--- config.mk ---
export PLATFORM = sky130hd
export DESIGN_NAME = bypass_rx_filter_flat
export DESIGN_NICKNAME = d
export VERILOG_FILES = /design/src/rtl/bypass_rx_filter_pkg.sv /design/src/rtl/bypass_rx_filter_if.sv /design/src/rtl/bypass_rx_cls_table.sv /design/src/rtl/bypass_rx_filter.sv /design/src/flat_wrapper.sv
export SDC_FILE = /design/constraint.sdc
export NUM_CORES = 2
export LEC_CHECK = 0
export BUFFER_PORTS_ARGS = -buffer_cell sky130_fd_sc_hd__buf_2
export CORE_AREA = 2 2 533 535
export CTS_BUF_LIST = sky130_fd_sc_hd__clkbuf_4
export CTS_CLUSTER_DIAMETER = 50
export DETAILED_ROUTE_END_ITERATION = 8
export DIE_AREA = 0 0 535 537
export GPL_TIMING_DRIVEN = 0
export SLEW_MARGIN = 0
export SYNTH_ARGS = -nofsm -noshare
export SYNTH_HDL_FRONTEND = slang
export SYNTH_SLANG_ARGS = --single-unit
export TNS_END_PERCENT = 10
--- constraint.sdc ---
create_clock -name nclk -period 36.7 [get_ports nclk]
set_input_delay 3.67 -clock nclk [delete_from_list [all_inputs] [get_ports nclk]]
set_output_delay 3.67 -clock nclk [all_outputs]
set_load 0.01 [all_outputs]
--- src/rtl/bypass_rx_filter_pkg.sv ---
// Shared types for the bypass RX filter: header offsets, route width,
// FSM state encodings, table entry layout and the tkeep popcount helper.
package lynxTypes;

   localparam int DATA_W       = 512;
   localparam int KEEP_W       = 64;
   localparam int ROUTE_W      = 14;
   localparam int DMAC_LSB     = 0;
   localparam int DMAC_W       = 48;
   localparam int ETYPE_HI_LSB = 96;
   localparam int ETYPE_LO_LSB = 104;
   localparam int MIN_HDR_LEN  = 14;

   typedef logic [1:0] state_t;

   localparam state_t ST_IDLE = 2'd0;
   localparam state_t ST_FWD  = 2'd1;
   localparam state_t ST_DROP = 2'd2;

   typedef struct packed {
      logic               en;
      logic [15:0]        etype;
      logic [DMAC_W-1:0]  dmac;
      logic               dmac_en;
      logic [ROUTE_W-1:0] route;
   } cls_entry_t;

   function automatic logic [6:0] popcount64(input logic [63:0] v);
      logic [6:0] c;
      c = '0;
      for (int i = 0; i < 64; i++) begin
         c = c + {6'd0, v[i]};
      end
      return c;
   endfunction

endpackage

--- src/rtl/bypass_rx_filter_if.sv ---
// AXI4-Stream bundle: 512-bit data, 64-bit keep, last, valid/ready.
// Modport m drives the stream, modport s receives it.
interface AXI4S;

   logic                         tvalid;
   logic                         tready;
   logic [lynxTypes::DATA_W-1:0] tdata;
   logic [lynxTypes::KEEP_W-1:0] tkeep;
   logic                         tlast;

   modport m (
      output tvalid, tdata, tkeep, tlast,
      input  tready
   );

   modport s (
      input  tvalid, tdata, tkeep, tlast,
      output tready
   );

endinterface

--- src/rtl/bypass_rx_cls_table.sv ---
// Classification table: entry registers written via cfg port and a
// combinational priority match (lowest index wins) on dst MAC/ethertype.
module bypass_rx_cls_table
   import lynxTypes::*;
#(
   parameter int NUM_ENTRIES = 8,
   parameter int IDX_W       = 3
) (
   input  logic               nclk,
   input  logic               nresetn,
   input  logic               cfg_wr_i,
   input  logic [IDX_W-1:0]   cfg_idx_i,
   input  cls_entry_t         cfg_entry_i,
   input  logic [DMAC_W-1:0]  dmac_i,
   input  logic [15:0]        etype_i,
   output logic               hit_o,
   output logic [ROUTE_W-1:0] route_o
);

   cls_entry_t ent_q [NUM_ENTRIES];

   always_ff @(posedge nclk) begin
      if (!nresetn) begin
         for (int i = 0; i < NUM_ENTRIES; i++) begin
            ent_q[i] <= '0;
         end
      end else if (cfg_wr_i && (int'(cfg_idx_i) < NUM_ENTRIES)) begin
         ent_q[cfg_idx_i] <= cfg_entry_i;
      end
   end

   // Scan high to low so the lowest matching index is the last writer.
   always_comb begin
      hit_o   = 1'b0;
      route_o = '0;
      for (int i = NUM_ENTRIES - 1; i >= 0; i--) begin
         if (ent_q[i].en
             && (ent_q[i].etype == etype_i)
             && (!ent_q[i].dmac_en || (ent_q[i].dmac == dmac_i))) begin
            hit_o   = 1'b1;
            route_o = ent_q[i].route;
         end
      end
   end

endmodule

--- src/rtl/bypass_rx_filter.sv ---
// Filters raw RX frames into the bypass stack: classifies on the first
// beat, forwards matches through one register stage, drops the rest.
// Ports: nclk/nresetn, s_axis_rx in, m_axis_rx out, rx_route_id,
// cfg_* table write port, pass/drop/runt frame counters.
module bypass_rx_filter
   import lynxTypes::*;
#(
   parameter int                 NUM_ENTRIES      = 8,
   parameter bit                 DROP_UNMATCHED   = 1'b1,
   parameter logic [ROUTE_W-1:0] DEFAULT_ROUTE_ID = '0,
   localparam int IDX_W = (NUM_ENTRIES > 1) ? $clog2(NUM_ENTRIES) : 1
) (
   input  logic               nclk,
   input  logic               nresetn,
   AXI4S.s                    s_axis_rx,
   AXI4S.m                    m_axis_rx,
   output logic [ROUTE_W-1:0] rx_route_id,
   input  logic               cfg_wr,
   input  logic [IDX_W-1:0]   cfg_idx,
   input  logic               cfg_entry_en,
   input  logic [15:0]        cfg_ethertype,
   input  logic [DMAC_W-1:0]  cfg_dmac,
   input  logic               cfg_dmac_en,
   input  logic [ROUTE_W-1:0] cfg_route_id,
   output logic [31:0]        pass_count,
   output logic [31:0]        drop_count,
   output logic [31:0]        runt_count
);

   state_t              state_q, state_d;
   logic                ov_q, ov_d;
   logic [DATA_W-1:0]   data_q;
   logic [KEEP_W-1:0]   keep_q;
   logic                last_q;
   logic [ROUTE_W-1:0]  route_q, route_d;
   logic [31:0]         pass_q, drop_q, runt_q;

   logic                hit;
   logic [ROUTE_W-1:0]  hit_route;
   logic [DMAC_W-1:0]   hdr_dmac;
   logic [15:0]         hdr_etype;
   cls_entry_t          cfg_ent;
   logic                runt, pass_first, first;
   logic                rdy, s_hs, first_hs, load, out_hs;

   assign hdr_dmac  = s_axis_rx.tdata[DMAC_LSB +: DMAC_W];
   assign hdr_etype = {s_axis_rx.tdata[ETYPE_HI_LSB +: 8],
                       s_axis_rx.tdata[ETYPE_LO_LSB +: 8]};

   assign cfg_ent = '{en:      cfg_entry_en,
                      etype:   cfg_ethertype,
                      dmac:    cfg_dmac,
                      dmac_en: cfg_dmac_en,
                      route:   cfg_route_id};

   bypass_rx_cls_table #(
      .NUM_ENTRIES (NUM_ENTRIES),
      .IDX_W       (IDX_W)
   ) u_table (
      .nclk        (nclk),
      .nresetn     (nresetn),
      .cfg_wr_i    (cfg_wr),
      .cfg_idx_i   (cfg_idx),
      .cfg_entry_i (cfg_ent),
      .dmac_i      (hdr_dmac),
      .etype_i     (hdr_etype),
      .hit_o       (hit),
      .route_o     (hit_route)
   );

   assign runt = s_axis_rx.tlast
              && (popcount64(s_axis_rx.tkeep) < 7'(MIN_HDR_LEN));
   assign pass_first = !runt && (hit || !DROP_UNMATCHED);
   assign first      = (state_q == ST_IDLE) && s_axis_rx.tvalid;

   // Dropped beats are sunk regardless of downstream backpressure.
   always_comb begin
      rdy = 1'b0;
      if (nresetn) begin
         unique case (1'b1)
            (state_q == ST_DROP):   rdy = 1'b1;
            (first && !pass_first): rdy = 1'b1;
            default:                rdy = !ov_q || m_axis_rx.tready;
         endcase
      end
   end

   assign s_hs     = s_axis_rx.tvalid && rdy;
   assign first_hs = first && s_hs;
   assign load     = s_hs && ((state_q == ST_FWD)
                           || (first && pass_first));
   assign out_hs   = ov_q && m_axis_rx.tready;

   always_comb begin
      state_d = state_q;
      unique case (1'b1)
         (state_q == ST_IDLE): begin
            if (first_hs && !s_axis_rx.tlast)
               state_d = pass_first ? ST_FWD : ST_DROP;
         end
         (state_q == ST_FWD),
         (state_q == ST_DROP): begin
            if (s_hs && s_axis_rx.tlast)
               state_d = ST_IDLE;
         end
         default: state_d = ST_IDLE;
      endcase
   end

   always_comb begin
      ov_d = ov_q;
      if (load)
         ov_d = 1'b1;
      else if (m_axis_rx.tready)
         ov_d = 1'b0;
   end

   always_comb begin
      route_d = route_q;
      if (first_hs && pass_first)
         route_d = hit ? hit_route : DEFAULT_ROUTE_ID;
   end

   always_ff @(posedge nclk) begin
      if (!nresetn) begin
         state_q <= ST_IDLE;
         ov_q    <= 1'b0;
         route_q <= '0;
         pass_q  <= '0;
         drop_q  <= '0;
         runt_q  <= '0;
      end else begin
         state_q <= state_d;
         ov_q    <= ov_d;
         route_q <= route_d;
         if (out_hs && last_q)
            pass_q <= pass_q + 32'd1;
         if (first_hs && !pass_first && !runt)
            drop_q <= drop_q + 32'd1;
         if (first_hs && runt)
            runt_q <= runt_q + 32'd1;
      end
   end

   always_ff @(posedge nclk) begin
      if (load) begin
         data_q <= s_axis_rx.tdata;
         keep_q <= s_axis_rx.tkeep;
         last_q <= s_axis_rx.tlast;
      end
   end

   assign s_axis_rx.tready = rdy;
   assign m_axis_rx.tvalid = ov_q;
   assign m_axis_rx.tdata  = data_q;
   assign m_axis_rx.tkeep  = keep_q;
   assign m_axis_rx.tlast  = last_q;
   assign rx_route_id      = route_q;
   assign pass_count       = pass_q;
   assign drop_count       = drop_q;
   assign runt_count       = runt_q;

endmodule

--- src/flat_wrapper.sv ---
// flat-port wrapper written by rule: the top's interface ports become plain ports
module bypass_rx_filter_flat import lynxTypes::*;
#(
   parameter int                 NUM_ENTRIES      = 8,
   parameter bit                 DROP_UNMATCHED   = 1'b1,
   parameter logic [ROUTE_W-1:0] DEFAULT_ROUTE_ID = '0,
   localparam int IDX_W = (NUM_ENTRIES > 1) ? $clog2(NUM_ENTRIES) : 1
)
  (nclk, nresetn, rx_route_id, cfg_wr, cfg_idx, cfg_entry_en, cfg_ethertype, cfg_dmac, cfg_dmac_en, cfg_route_id, pass_count, drop_count, runt_count, s_axis_rx_tvalid, s_axis_rx_tdata, s_axis_rx_tkeep, s_axis_rx_tlast, s_axis_rx_tready, m_axis_rx_tvalid, m_axis_rx_tdata, m_axis_rx_tkeep, m_axis_rx_tlast, m_axis_rx_tready);
  AXI4S s_axis_rx_i ();
  AXI4S m_axis_rx_i ();
  input  logic nclk;
  input  logic nresetn;
  output logic [ROUTE_W-1:0] rx_route_id;
  input  logic cfg_wr;
  input  logic [IDX_W-1:0] cfg_idx;
  input  logic cfg_entry_en;
  input  logic [15:0] cfg_ethertype;
  input  logic [DMAC_W-1:0] cfg_dmac;
  input  logic cfg_dmac_en;
  input  logic [ROUTE_W-1:0] cfg_route_id;
  output logic [31:0] pass_count;
  output logic [31:0] drop_count;
  output logic [31:0] runt_count;
  input wire logic [$bits(s_axis_rx_i.tvalid)-1:0] s_axis_rx_tvalid;
  input wire logic [$bits(s_axis_rx_i.tdata)-1:0] s_axis_rx_tdata;
  input wire logic [$bits(s_axis_rx_i.tkeep)-1:0] s_axis_rx_tkeep;
  input wire logic [$bits(s_axis_rx_i.tlast)-1:0] s_axis_rx_tlast;
  output wire logic [$bits(s_axis_rx_i.tready)-1:0] s_axis_rx_tready;
  output wire logic [$bits(m_axis_rx_i.tvalid)-1:0] m_axis_rx_tvalid;
  output wire logic [$bits(m_axis_rx_i.tdata)-1:0] m_axis_rx_tdata;
  output wire logic [$bits(m_axis_rx_i.tkeep)-1:0] m_axis_rx_tkeep;
  output wire logic [$bits(m_axis_rx_i.tlast)-1:0] m_axis_rx_tlast;
  input wire logic [$bits(m_axis_rx_i.tready)-1:0] m_axis_rx_tready;
  assign s_axis_rx_i.tvalid = s_axis_rx_tvalid;
  assign s_axis_rx_i.tdata = s_axis_rx_tdata;
  assign s_axis_rx_i.tkeep = s_axis_rx_tkeep;
  assign s_axis_rx_i.tlast = s_axis_rx_tlast;
  assign s_axis_rx_tready = s_axis_rx_i.tready;
  assign m_axis_rx_tvalid = m_axis_rx_i.tvalid;
  assign m_axis_rx_tdata = m_axis_rx_i.tdata;
  assign m_axis_rx_tkeep = m_axis_rx_i.tkeep;
  assign m_axis_rx_tlast = m_axis_rx_i.tlast;
  assign m_axis_rx_i.tready = m_axis_rx_tready;
  bypass_rx_filter #(.NUM_ENTRIES(NUM_ENTRIES), .DROP_UNMATCHED(DROP_UNMATCHED), .DEFAULT_ROUTE_ID(DEFAULT_ROUTE_ID)) u_core (.nclk(nclk), .nresetn(nresetn), .s_axis_rx(s_axis_rx_i), .m_axis_rx(m_axis_rx_i), .rx_route_id(rx_route_id), .cfg_wr(cfg_wr), .cfg_idx(cfg_idx), .cfg_entry_en(cfg_entry_en), .cfg_ethertype(cfg_ethertype), .cfg_dmac(cfg_dmac), .cfg_dmac_en(cfg_dmac_en), .cfg_route_id(cfg_route_id), .pass_count(pass_count), .drop_count(drop_count), .runt_count(runt_count));
endmodule
# After elaboration in Yosys (flattened, before gate mapping)
# Memory sizes are Yosys's and may differ from the RTL's.
# Index checks and enable logic that the tools add are counted.
[totals] ramBits=640 memories=1 reg_bits=690 mem_bits_ro=0 out_inout_bits=689 elab_cells=189 input_bits=665 latch_bits=0
[mem_list] memory="u_core.u_table.ent_q" words=8 width=80 rd=8 rd_ports_with_merged_regs=0 wr=8 line_no="bypass_rx_cls_table.sv:20" text="cls_entry_t ent_q [NUM_ENTRIES];"
[op_classes] n_reduce_logical=60 mul=0 bitwise=0 magnitude_cmp=1 muxes=32 n_eq_ne=20 shift=0 add_sub_neg=66 n_div=0
[ops] op="adder 7 x 1 -> 7 bit" count=62
[ops] op="equality test 48 bit" count=8
[ops] op="equality test 16 bit" count=8
[ops] op="2-to-1 mux 14 bit" count=9
[ops] op="adder 32 x 1 -> 32 bit, second input constant" count=3
[ops] op="2-to-1 mux 80 bit" count=1
[ops] op="OR reduction 80 bit" count=1
[ops] op="logical AND 1 bit" count=32
[ops] op="2-to-1 mux 1 bit" count=17
[ops] op="zero test 1 bit" count=12
[ops] op="logical OR 1 bit" count=10
[ops] op="less-than comparator 7 x 4 -> 1 bit, second input constant" count=1
[ops] op="2-to-1 mux 2 bit" count=3
[ops] op="one-hot mux 2 bit (2 select lines)" count=1
[ops] op="OR reduction 2 bit" count=2
[ops] op="2-to-1 mux 3 bit" count=1
[ops] op="adder 1 x 1 -> 2 bit" count=1
[ops] op="equality test 2 x 1 -> 1 bit, second input constant" count=1
[ops] op="equality test 2 bit, second input constant" count=1
[ops] op="zero test 2 bit" count=1
[ops] op="inequality test 2 x 1 -> 1 bit, second input constant" count=1
[ops] op="inequality test 2 bit, second input constant" count=1
[ops] op="AND reduction 2 bit" count=1
[ops] op="nonzero test 2 bit" count=1

# Longest topological paths before layout
[logic_depth] ltp_word=77 mapped_depth=27 depth_no_buf=25

# Modules after synthesis
# A second synthesis with hierarchy kept.
[hier_totals] cells_unflattened=3671 area_unflattened_um2=55002.8
[by_module_without_submodules] module="bypass_rx_cls_table" area_each_um2=30808.3 instances=1 cells_per_inst=2306 seq_area_each_um2=19218.4
[by_module_without_submodules] module="bypass_rx_filter" area_each_um2=24194.5 instances=1 cells_per_inst=1365 seq_area_each_um2=19588.8

# Least setup slack after synthesis
# OpenSTA, ideal clock, no wires.
[synth_timing] path_kind="input to register" from="in s_axis_rx_tkeep[0]" to="reg u_core.data_q[0], in the netlist u_core.m_axis_rx.tdata[0], enable pin" path_stages=21 setup_time_ps=944 path_buffers=0 setup_slack_ps=14540 required_time_ps=35756 t_arrival_ps=21216 path_cell_list="ha_1 inv_1 fa_1 fa_1 fa_1 fa_1 fa_1 fa_1 fa_1 fa_1 inv_1 ha_1 a21o_1 inv_1 fa_1 nor2b_1 o32a_2 a22oi_2 o211ai_1 nor2_1 a21o_1"
[synth_between] elab_chain_cells=74 word_cells_on_any_way=76 classes_between="63 x add/sub; 1 x order compare; 2 x mux; 10 x reduce/logical"
[synth_lines] element="from (decl)" line_no="flat_wrapper.sv:27" text="input wire logic [$bits(s_axis_rx_i.tkeep)-1:0] s_axis_rx_tkeep;"
[synth_lines] element="adder 1 x 1 -> 2 bit *" line_no="bypass_rx_filter_pkg.sv:32" text="c = c + {6'd0, v[i]};"
[synth_lines] element="adder 7 x 1 -> 7 bit * (62 in a row)" line_no="bypass_rx_filter_pkg.sv:32"
[synth_lines] element="less-than comparator 7 x 4 -> 1 bit *" line_no="bypass_rx_filter.sv:72" text="&& (popcount64(s_axis_rx.tkeep) < 7'(MIN_HDR_LEN));"
[synth_lines] element="logical AND 1 bit *" line_no="bypass_rx_filter.sv:72"
[synth_lines] element="zero test 1 bit *" line_no="bypass_rx_filter.sv:73" text="assign pass_first = !runt && (hit || !DROP_UNMATCHED);"
[synth_lines] element="logical AND 1 bit *" line_no="bypass_rx_filter.sv:73"
[synth_lines] element="zero test 1 bit" line_no="bypass_rx_filter.sv:82" text="(first && !pass_first): rdy = 1'b1;"
[synth_lines] element="logical AND 1 bit" line_no="bypass_rx_filter.sv:82"
[synth_lines] element="OR reduction 2 bit (no source line)"
[synth_lines] element="2-to-1 mux 1 bit" line_no="bypass_rx_filter.sv:80" text="unique case (1'b1)"
[synth_lines] element="2-to-1 mux 1 bit" line_no="bypass_rx_filter.sv:79" text="if (nresetn) begin"
[synth_lines] element="logical AND 1 bit" line_no="bypass_rx_filter.sv:88" text="assign s_hs = s_axis_rx.tvalid && rdy;"
[synth_lines] element="logical AND 1 bit *" line_no="bypass_rx_filter.sv:90" text="assign load = s_hs && ((state_q == ST_FWD)"
[synth_lines] element="net u_core.load" line_no="bypass_rx_filter.sv:44" text="logic rdy, s_hs, first_hs, load, out_hs;"
[synth_lines] element="to (signal assigned)" line_no="bypass_rx_filter.sv:147" text="data_q <= s_axis_rx.tdata;"
[synth_lines] element="to (decl)" line_no="bypass_rx_filter.sv:32" text="logic [DATA_W-1:0] data_q;"
# Mark *: on every way through the listed nets, which the timed path passes. The rest lies on a longest branch.
# A chain may end at the register's enable or synchronous reset.

# Final worst setup path
[layout_timing] from="in s_axis_rx_tkeep[0]" to="out s_axis_rx_tready"
[layout_between] elab_chain_cells=72
[layout_lines] element="adder 1 x 1 -> 2 bit" line_no="bypass_rx_filter_pkg.sv:32"
[layout_lines] element="adder 7 x 1 -> 7 bit (62 in a row)" line_no="bypass_rx_filter_pkg.sv:32"
[layout_lines] element="less-than comparator 7 x 4 -> 1 bit" line_no="bypass_rx_filter.sv:72"
[layout_lines] element="logical AND 1 bit" line_no="bypass_rx_filter.sv:72"
[layout_lines] element="zero test 1 bit" line_no="bypass_rx_filter.sv:73"
[layout_lines] element="logical AND 1 bit" line_no="bypass_rx_filter.sv:73"
[layout_lines] element="zero test 1 bit" line_no="bypass_rx_filter.sv:82"
[layout_lines] element="logical AND 1 bit" line_no="bypass_rx_filter.sv:82"
[layout_lines] element="OR reduction 2 bit (no source line)"
[layout_lines] element="2-to-1 mux 1 bit" line_no="bypass_rx_filter.sv:80"
[layout_lines] element="2-to-1 mux 1 bit" line_no="bypass_rx_filter.sv:79"
[layout_lines] element="to (decl)" line_no="flat_wrapper.sv:29" text="output wire logic [$bits(s_axis_rx_i.tready)-1:0] s_axis_rx_tready;"
# Every way passes these cells.

==> flow_metrics.tcl <==
set metrics [dict create \
    ir_drop_uv 156 \
    synth_top_area_cell "edfxtp_1" \
    place.gp.congestion 0.974 \
    async_flop_share_pct 0 \
    route.detailed.drc 0 \
    slew_headroom_pct -0.0413 \
    p_sw_mw 1.25 \
    cp_slowest_cell "fa_1" \
    dominantRegCellSynth "edfxtp_1" \
    fp.coreArea_mm2 0.281 \
    maxCapViolCount 1 \
    crit_type "in2out" \
    rows 195 \
    die_area_mm2 0.287 \
    syn_area_mm2 0.0547 \
    regArea_mm2 0.0388 \
    via_count 42200 \
    multi_input_area_mm2 0.0148 \
    start_util_pct 19.4 \
    clkSinkCount 1330 \
    intPower_mw 2.72 \
    clockRootBuffer "clkbuf_4" \
    syn2layout_area_growth_pct 33.8 \
    htree_levels 5 \
    fin_nets 6174 \
    wl_per_cell_um 35.4 \
    cp-end-kind "primary output" \
    yosysMostFrequentCell "edfxtp_1" \
    skew_ns 0.174 \
    cp_max_fo 5 \
    cp_top_family "adder cells" \
    power_density_mw_per_mm2 54.3 \
    io_buffer_count 1353 \
    placed_cell_area_mm2 0.0670 \
    max_freq_mhz 69.0 \
    grt_pass1_wl_um 430000 \
    switching_share_pct 31.5 \
    track_usage_pct 23.6 \
    critPathMostFrequentCell "fa_1" \
    setup_viol 0 \
    synth_cell_type_count 60 \
    synth.avg_cell_area_um2 15.0 \
    crit_required_ns 33.03 \
    synth_warnings 0 \
    hpwlAfterDp_um 295000 \
    total_power_mw 3.97 \
    period_needed_ns 14.48 \
    ctsResizeCount 0 \
    ant_nets 0 \
    cts_max_path_buffers 4 \
    p_leak_nw 27.5 \
    drive_above_1_share_pct 36.3 \
    drtPass1Iterations 6 \
    ios 1354 \
    initialDrtViolationCount 4645 \
    rrSetupSlack_ns 30.67 \
    worst_slew_pin_slew_ns 1.50 \
    synthesis.nets 4396 \
    fin_setup_tns_ns 0 \
    synth_area_leaders "edfxtp_1 67%, xor2_1 7.8%, and2_1 7.5%" \
    synth.yosys.seq_area_share_pct 71.0 \
    hold_violations 0 \
    rsz0062_at_grt "false" \
    syn-instance-count 3655 \
    maxSlewViolCount 1 \
    routed_via_density 4.23 \
    status "complete, but fails checks" \
    grt-ovfl-total 0 \
    crit_path_start_kind "input pin" \
    numCtsBuffers 389 \
    postCtsHoldBufs 0 \
    nFillCells 29700 \
    seqPwrFrac_pct 43.2 \
    synth-seq-cells 1330 \
    die_w_um 535 \
    die_h_um 537 \
    stdcell_area_mm2 0.0732 \
    grt_max_degree 74 \
    path_cells "buf_2, ha_1, inv_1, fa_1, fa_1, fa_1, fa_1, fa_1, fa_1, fa_1, fa_1, inv_1, ha_1, a21o_1, inv_1, fa_1, nor2b_1, o32a_2, a22oi_2, nor2_1, o21ai_0, nand2_1, buf_2" \
    synth_top_area_share_pct 66.8 \
    clkSlewWorstSetupHoldPaths_ns 0.06 \
    grt_pass1_vias 39500 \
    cts_setup_buffers 0 \
    violations "capacitance limit, slew limit" \
    yosys-top-cells-count "1217 x edfxtp_1, 653 x and2_1, 484 x xor2_1" \
    cts_tree "yes" \
    p_comb_share_pct 20.4 \
    synth_edf_count 1217 \
    hold_path.class "reg2reg" \
    antenna_found_initial 335 \
    slowest_delay_ns 0.55 \
    drt_wl_total_um 353000 \
    cp_num_buf_inv 5 \
    clock_power_share_pct 36.4 \
    cp_data_arrival_time_ns 10.81 \
    clkLatencyLatePin_ns 1.40 \
    period_share_pct 39.5 \
]
[final timing paths]
| path | from | to | cells after the start |
|---|---|---|---|
| setup reg to reg | u_core.u_table.ent_q[3][49]$_SDFFCE_PN0P_ | u_core.m_axis_rx.tdata[383]$_DFFE_PP_ | 13 |
| setup / recovery | s_axis_rx_tkeep[0] | s_axis_rx_tready | 23 |
| hold / removal | u_core.drop_count[30]$_SDFFE_PN0P_ | u_core.drop_count[30]$_SDFFE_PN0P_ | 2 |
| hold reg to reg | u_core.drop_count[30]$_SDFFE_PN0P_ | u_core.drop_count[30]$_SDFFE_PN0P_ | 2 |
[registers in the layout, summed over array words and instances, names as in the netlist]
signal / flops
u_core.u_table.ent_q: 640
u_core.m_axis_rx.tdata: 512
u_core.m_axis_rx.tkeep: 64
u_core.drop_count: 32
u_core.pass_count: 32
u_core.runt_count: 32
u_core.rx_route_id: 14
u_core.state_q: 2
u_core.m_axis_rx.tlast: 1
u_core.m_axis_rx.tvalid: 1
[placed cells by master, fill, tap and decap left out, types with 28 or more instances in the layout]
cell,count
fa_1,53
clkbuf_1,94
clkbuf_4,532
o211ai_1,33
nand3_1,45
dfxtp_1,113
buf_2,1426
nor2_1,93
xnor2_1,77
nand2b_1,28
inv_1,102
nand4_1,53
diode_2,506
edfxtp_1,1217
clkinv_1,101
a21oi_1,45
nor4_1,123
and2_1,653
xor2_1,484
or3_1,30
nand2_1,104
o21ai_0,33
[through the flow]
stage | instances | setup slack, ns | utilization, % | hold slack (ns)
2_1_floorplan | 3655 | 14.54 | - | 0.468
3_3_place_gp | 8751 | 5.74 | 23.5 | 0.474
3_5_place_dp | 8785 | 22.17 | 23.8 | 0.487
4_1_cts | 9472 | 22.15 | 25.6 | 0.498
5_1_grt | 9866 | 22.03 | 25.9 | 0.528
6_report | 9978 | 22.22 | 26.0 | 0.496
[worst register-to-register path, delay by kind of cell (launching register included)]
kind / cells / cell delay (ns)
buffers and inverters: 5 / 1.59
AOI/OAI and AO/OA: 3 / 1.22
DFF: 1 / 0.38
xor gates and xnor gates: 1 / 0.16
and+or+nand+nor: 4 / 2.22
[power by group through the flow]
stage / clock network (mW) / registers, mW / logic, mW
after global placement: 0 / 1.76 / 0.794
after CTS: 1.49 / 1.72 / 0.820
after global routing: 1.55 / 1.72 / 0.909
final: 1.45 / 1.72 / 0.809
after detailed placement: 0 / 1.75 / 0.812
after floorplan: 0 / 1.75 / 0.523
[final cells by class]
type | instances | area share [%]
well taps | 3743 | 6.40
flip-flops and latches | 1330 | 53.0
diodes | 506 | 1.73
clock buffers | 532 | 5.46
plain buffers | 176 | 1.05
repair buffers | 1387 | 10.3
clock inverters | 155 | 1.20
multi-input cells | 2046 | 20.3
inverters | 103 | 0.528
[layer usage]
metal  global-route usage, %  share of wire [%]  vias up
li1                        -                  -    17400
met1                    25.7                 35    21100
met2                    37.9                 47     2732
met3                    8.56                 10      914
met4                    17.1                7.4       80
met5                       0               0.14        -
[cell families (layout without fill, tap and decap cells)]
group                      after synthesis  in the layout  synth area share, %
AOI/OAI and AO/OA                      195            195                 2.43
and+or+nand+nor                       1205           1205                 12.9
DFF                                   1330           1330                 71.0
muxes                                    9              9                0.165
buffers and inverters                  279           2353                 2.11
xor gates and xnor gates               561            561                 8.98
other                                    0            506                    0
adders and majority gates               76             76                 2.47
No activity file was read; power rests on OpenSTA's default activity.
